**config.mk**
```make
export PLATFORM = sky130hd
export DESIGN_NAME = drum_pad_trigger
export DESIGN_NICKNAME = d
export VERILOG_FILES = /design/src/rtl/drum_pad_trigger.sv
export SDC_FILE = /design/constraint.sdc
export NUM_CORES = 1
export LEC_CHECK = 0
export CORE_MARGIN = 2
export CORE_UTILIZATION = 45
export DETAILED_ROUTE_END_ITERATION = 6
export PLACE_DENSITY = 0.72
export SYNTH_ARGS = -nofsm -noshare
export SYNTH_HDL_FRONTEND = slang
export SYNTH_SLANG_ARGS = --single-unit
```
**constraint.sdc**
```tcl
create_clock -name clk -period 6.7 [get_ports clk]
set_input_delay 1.34 -clock clk [delete_from_list [all_inputs] [get_ports clk]]
set_output_delay 1.34 -clock clk [all_outputs]
set_load 0.05 [all_outputs]
```
**src/rtl/drum_pad_trigger.sv**
```systemverilog
// drum_pad_trigger: per-channel synchronise, debounce, stretch and release re-arm of piezo pad triggers
module drum_pad_trigger #(
  parameter int CHANNELS = 8,
  parameter int DEBOUNCE_CYCLES = 500,
  parameter int HOLD_CYCLES = 50000
) (
  input  logic                clk,
  input  logic                reset,
  input  logic [CHANNELS-1:0] pad_raw,
  input  logic [CHANNELS-1:0] enable,
  output logic [CHANNELS-1:0] hit_out,
  output logic [CHANNELS-1:0] hit_strobe
);
  localparam int MAX_CYCLES = DEBOUNCE_CYCLES > HOLD_CYCLES ? DEBOUNCE_CYCLES : HOLD_CYCLES;
  localparam int CW = $clog2(MAX_CYCLES + 1);
  localparam logic [CW-1:0] DEB_N = CW'(DEBOUNCE_CYCLES);
  localparam logic [CW-1:0] HOLD_N = CW'(HOLD_CYCLES);
  localparam logic [CW-1:0] ONE = CW'(1);
  typedef enum logic [1:0] {IDLE, ARM, HOLD, REARM} state_t;
  logic [CHANNELS-1:0] sync_q, pad_s_q;
  always_ff @(posedge clk) begin
    if (reset) begin
      sync_q <= '0;
      pad_s_q <= '0;
    end else begin
      sync_q <= pad_raw;
      pad_s_q <= sync_q;
    end
  end
  for (genvar c = 0; c < CHANNELS; c++) begin : g_ch
    state_t state_q, state_d;
    logic [CW-1:0] cnt_q, cnt_d, cnt_inc;
    logic hit_q, hit_d, strobe_q, strobe_d, pad, deb_done;
    always_comb begin
      pad = pad_s_q[c];
      cnt_inc = cnt_q + ONE;
      deb_done = cnt_inc == DEB_N;
      state_d = state_q;
      cnt_d = cnt_inc;
      case (state_q)
        IDLE: begin
          state_d = !pad ? IDLE : DEB_N == ONE ? HOLD : ARM;
          cnt_d = pad ? ONE : '0;
        end
        ARM: begin
          state_d = !pad ? IDLE : deb_done ? HOLD : ARM;
          cnt_d = !pad ? '0 : deb_done ? ONE : cnt_inc;
        end
        HOLD: begin
          state_d = cnt_q == HOLD_N ? REARM : HOLD;
          cnt_d = cnt_q == HOLD_N ? '0 : cnt_inc;
        end
        REARM: begin
          state_d = !pad && deb_done ? IDLE : REARM;
          cnt_d = pad || deb_done ? '0 : cnt_inc;
        end
      endcase
      if (!enable[c]) begin
        state_d = IDLE;
        cnt_d = '0;
      end
      hit_d = state_d == HOLD;
      strobe_d = hit_d && state_q != HOLD;
    end
    always_ff @(posedge clk) begin
      if (reset) begin
        state_q <= IDLE;
        cnt_q <= '0;
        hit_q <= 1'b0;
        strobe_q <= 1'b0;
      end else begin
        state_q <= state_d;
        cnt_q <= cnt_d;
        hit_q <= hit_d;
        strobe_q <= strobe_d;
      end
    end
    assign hit_out[c] = hit_q;
    assign hit_strobe[c] = strobe_q;
  end
endmodule

```
* Word-level counts from Yosys, hierarchy flattened
Cells that the tools add are included.
** Storage, ports and cells
- Bits in registers :: 176
- Input bits :: 18
- Output and inout bits :: 16
- Word-level logic and storage cells :: 258
** Cells by class
- Add/subtract/negate cells :: 8
- Equal/unequal tests :: 56
- Muxes and demuxes :: 104
- Bitwise logic cells :: 8
- Reduce and logical (&&, ||, !) cells :: 48
** Operator list (count)
- $mux 16 :: 32
- $pmux 16 s4 :: 8
- $add 16x1->16 const B :: 8
- $eq 16x16->1 const B :: 8
- $eq 16x9->1 const B :: 8
- $mux 2 :: 32
- $pmux 2 s4 :: 8
- $eq 2x2->1 const B :: 24
- $mux 1 :: 24
- $eq 2x1->1 const B :: 8
- $logic_and 1x1->1 :: 16
- $logic_not 2->1 :: 8
- $ne 2x2->1 const B :: 8
- $reduce_or 2->1 :: 8
- $logic_not 1->1 :: 8
- $logic_or 1x1->1 :: 8
- $not 1->1 :: 8

* Depth between registers and ports, before layout
- Depth after elaboration :: 8
- Mapped depth :: 11
- Gate-level depth less buffers :: 9

* Worst setup path before layout
Ideal clock, no wire load.
- Path type :: register to register
- Start :: register g_ch[6].cnt_q[0]
- End :: register g_ch[6].cnt_q[10]
- Library setup time :: 132 ps
- Arrival :: 2427 ps
- Data required time :: 6568 ps
- Path slack :: 4141 ps
- Stages on the path, launching flop included :: 10
- Buffers on the path :: 1
- Clock period less this slack :: 2559 ps
- Cell sequence :: dfxtp_1 ha_1 nand4_1 nor3_1 mux2i_1 nand3_1 nor4b_2 o31a_1 buf_4 nor3_1
** Between the ends
- Longest elaborated chain between the ends :: 5
- Elaborated cells on any way between the ends :: 9
- Those cells by class :: add/sub (1); eq/ne (2); mux (5); reduce/logical (1)
** Ends and longest elaborated chain
- start, declared :: RTL line 32 : logic [CW-1:0] cnt_q, cnt_d, cnt_inc;
- start signal, assigned :: RTL line 73 : cnt_q <= cnt_d;
- $add 16x1->16 :: RTL line 36 : cnt_inc = cnt_q + ONE;
- $eq 16x9->1 :: RTL line 37 : deb_done = cnt_inc == DEB_N;
- $mux 16 / $logic_or 1x1->1 (equally long branches) :: RTL line 47, 55
- $mux 16 (on tied branches) :: RTL line 47, 55
- $pmux 16 s4 (*) :: RTL line 40 : case (state_q)
Every way passes the cells marked *; elsewhere a longest branch is shown, timed or not.
A chain may end at the register's enable or synchronous reset.

* Worst setup path after layout
- Start :: register g_ch[2].cnt_q[0]
- End :: register g_ch[2].cnt_q[4]
** Between the ends
- Longest elaborated chain between the ends :: 5
- Elaborated cells on any way between the ends :: 9
- Those cells by class :: add/sub (1); eq/ne (2); mux (5); reduce/logical (1)
** Ends and longest elaborated chain (RTL line)
- start, declared :: 32
- start signal, assigned :: 73
- $add 16x1->16 :: 36
- $eq 16x9->1 :: 37
- $mux 16 / $logic_or 1x1->1 (equally long branches) :: 47, 55
- $mux 16 (on tied branches) :: 47, 55
- $pmux 16 s4 (*) :: 40
Marks and branches as above.

==> flow_summary_export.csv <==
group,metric,value,unit
drt,firstDrtPassIters,4,
finish,utilization,0.501,
floorplanning,dieArea,0.0225,sq mm
hold_path,whs_path_depth,1,
power_and_ir_drop,clockPowerShare,0.476,
critical_path,timing.rr.end,"g_ch[2].cnt_q[4]",
placed_design,hpwl,13400,um
finish,n_fill_cell,1965,
hold_path,worstHoldPathType,"flop to flop",
timing,tightest_slew,1.04,ns
critical_path,critical_path.cell_chain,"ha_1 > nand4_1 > nor3_1 > nand4_1 > a2111oi_4 > a211oi_1 > o21ai_1 > nor2_1",
critical_path,cp_common_cell,"nand4_1",
grt,grt-ovfl-total,0,
floorplanning,rows,53,
floorplanning,fp.dieH,150,um
critical_path,cp.arrival,3.46,ns
floorplanning,die_w,150,um
synthesis,synth-seq-area-share,0.367,
flow_run,cap_violations,0,
finish,fin_nets,1176,
placed_design,dp_slack,3.47,ns
finish,multi_input_area,0.00555,sq mm
synthesis,ys_warn_count,0,
timing,hold_violations,0,
synthesis,yosysTopAreaCell,"dfxtp_1",
timing,setup_viol,0,
clocking,cts_buffers,17,
clocking,postCtsHoldBufs,0,
drt,finalWirelength,18600,um
timing,whs,0.437,ns
grt,grt_antenna_before_repair,0,
placed_design,io_buffers,33,
clocking,cts.sinks,176,
timing,tns,0,ns
floorplanning,start_util,0.457,
critical_path,crit_buf_inv,0,
clocking,cts-root-buf,"clkbuf_16",
clocking,insertion_delay,0.43,ns
synthesis,synthArstFlopShare,0,
grt,grt_max_degree,32,
critical_path,critical_path_class,"flop to flop",
hold_path,min_to,"pad_s_q[5]",
grt,grt_pass1_vias,7258,
synthesis,synthTopCellsByArea,"dfxtp_1 (37%), xnor2_1 (7.0%), nor2_1 (5.9%), xor2_1 (4.4%), nand3_1 (3.1%)",
timing,rsz0062_at_grt,"false",
power_and_ir_drop,p_comb_frac,0.019,
drt,viasPerCell,5.45,
clocking,cts-resized-gates,0,
status,status,"complete, no violations",
finish,layout_commonest_cell,"dfxtp_1",
timing,finalMaxSlewViolations,0,
floorplanning,core,0.0210,sq mm
timing,skew,0.0110,ns
synthesis,synth_compound_area_frac,0.116,
timing,setup_ws,3.51,ns
hold_path,min_from,"sync_q[5]",
drt,drc,0,
synthesis,synth_ff_type,"dfxtp_1",
synthesis,synth_top_area_share,0.367,
synthesis,muxShareOfSynthArea,0.0177,
synthesis,yosys.area_share.simple,0.307,
critical_path,cp_max_fo,15,
power_and_ir_drop,sw_frac_of_total,0.200,
timing,max_freq,314,MHz
floorplanning,pin_count,34,
finish,drive_gt1_frac,0.0616,
synthesis,avgSynthCellArea,8.33,sq um
critical_path,r2r-start,"g_ch[2].cnt_q[0]",
timing,timing.final.crit_share,0.476,
synthesis,synth_edf_count,0,
drt,drt_iter0_drc,354,
finish,area_delta_synth_final,9.49,%
finish,ff_latch_area,0.00352,sq mm
placed_design,postPlaceCellArea,0.00993,sq mm
critical_path,reg2regPathDepth,8,
clocking,cts.path.max_buffers,2,
synthesis,synth_top_family_by_area,"simple AND/OR/NAND/NOR gates",
critical_path,required,6.98,ns
finish,final_cell_area,0.0105,sq mm
timing,fin_crit,3.19,ns
drt,wire_per_inst,13.1,um
power_and_ir_drop,power.total,2.10,mW
synthesis,yosys.cell_types.count,76,
clocking,cts_setup_buffers,0,
synthesis,ys_ff_latch,176,
synthesis,syn_inst,1154,
power_and_ir_drop,power_density,199,mW/mm^2
synthesis,netlist_area,0.00961,sq mm
grt,grtUsageTotal,0.175,
finish,final_cell_mix,"dfxtp_1 (176), nor2_1 (152), nand2_1 (77), xnor2_1 (77), nand3_1 (60)",
power_and_ir_drop,switching_power,419,uW
drt,antenna_left,0,
timing,slew_headroom,0.299,
finish,final_cell_count_no_fill,1427,
finish,n_antenna_cell,0,
synthesis,synth_fp_nets,1190,
critical_path,r2r_slack,3.51,ns
synthesis,synth_xor_area_frac,0.114,
power_and_ir_drop,ir_drop,0.127,mV
clocking,tritoncts,"done",
clocking,path_clk_slew,0.06,ns
critical_path,cp-start-kind,"flop",
placed_design,gp_congestion,0.885,
critical_path,critical_path.top_delay_family,"compound AO/OA/AOI/OAI gates",
grt,grt_pass1_wl,32900,um
power_and_ir_drop,internal_power,1.68,mW
power_and_ir_drop,seqPwrFrac,0.505,
placed_design,placed_cells,1396,
power_and_ir_drop,cellLeakagePower,3.25,nW
critical_path,cp_slowest_cell,"o21ai_1",
drt,vias,7773,
clocking,htreeDepth,4,
critical_path,crit_path_max_incr_delay,0.80,ns
synthesis,yosys.area_share.adder,0.0234,
critical_path,end_kind,"flop",
layer usage:
metal  routed length (um)  track usage  vias up
met1                 9040        0.226     3627
met3                  724       0.0409       23
met5                    0            0        -
met4                  276       0.0627        0
met2                 8610        0.287      138
li1                     -            -     3985
synthesized netlist by cell type, types with 4 or more instances:
master and instances:
dfxtp_1 176, o211ai_1 4, nand4b_1 8, nor2_1 152
xor2_1 48, buf_4 23, clkbuf_1 28, nand3_1 60
nor3_1 48, o21ai_2 4, o21ai_0 24, nand2b_1 20
buf_2 11, and4_1 7, o2111ai_1 4, nand2_1 77
a211o_1 4, a211oi_1 7, and3_1 23, o31ai_1 7
or2_2 11, mux2i_1 17, or4_1 7, nor2b_1 38
and2_1 11, o31a_1 5, a31oi_1 9, nor4_1 18
or3_1 9, inv_1 45, o21a_1 7, nor3b_1 6
nand4_1 42, a21o_1 4, nand3b_1 5, ha_1 18
a21oi_1 23, xnor2_1 77
layout make-up:
class	instances	share of cell area
Clock buffer	22	0.0441
Clock inverter	9	0.0127
Inverter	45	0.0160
Multi-Input combinational cell	866	0.528
Sequential cell	176	0.335
Tap cell	275	0.0327
Timing Repair Buffer	34	0.0321
power by group through the flow:
| stage | sequential (mW) | combinational (mW) | clock, mW |
|---|---|---|---|
| final | 1.06 | 0.0390 | 0.998 |
| after global routing | 1.06 | 0.0431 | 1.07 |
| after CTS | 1.06 | 0.0393 | 1.03 |
| after detailed placement | 1.08 | 0.0390 | 0 |
| after global placement | 1.08 | 0.0385 | 0 |
| after floorplan | 1.08 | 0.0229 | 0 |
registers in the layout, indices dropped and copies added, names as in the netlist:
signal         cells
g_ch.cnt_q       128
sync_q             8
pad_s_q            8
g_ch.hit_q         8
g_ch.state_q      16
g_ch.strobe_q      8
worst max-delay path by stage:
stage,startpoint,end,slack [ns],depth (start not counted)
6_report,g_ch[2].cnt_q[0],g_ch[2].cnt_q[4],3.51,8
5_1_grt,g_ch[2].cnt_q[0],g_ch[2].cnt_q[4],3.13,8
4_1_cts,g_ch[2].cnt_q[0],g_ch[2].cnt_q[4],3.50,8
3_5_place_dp,reset,g_ch[1].cnt_q[6],3.47,5
3_3_place_gp,reset,g_ch[1].cnt_q[6],3.47,5
2_1_floorplan,g_ch[6].cnt_q[0],g_ch[6].cnt_q[10],4.14,9
cells by family (layout without fill, tap and decap cells):
group,Yosys count,count (layout)
xor+xnor,125,125
mux,17,17
simple gates,562,562
buf+inv,112,110
compound gates,144,144
flops,176,176
fa+ha+maj,18,18
worst reg2reg max path, delay by kind of cell (launching register included):
family                   cells  cell delay (ns)
AO/OA/AOI/OAI                3             1.40
AND/OR/NAND/NOR              4             0.98
adder cells (fa/ha/maj)      1             0.26
flip-flops                   1             0.39
Power figures use the tool's default switching activity.
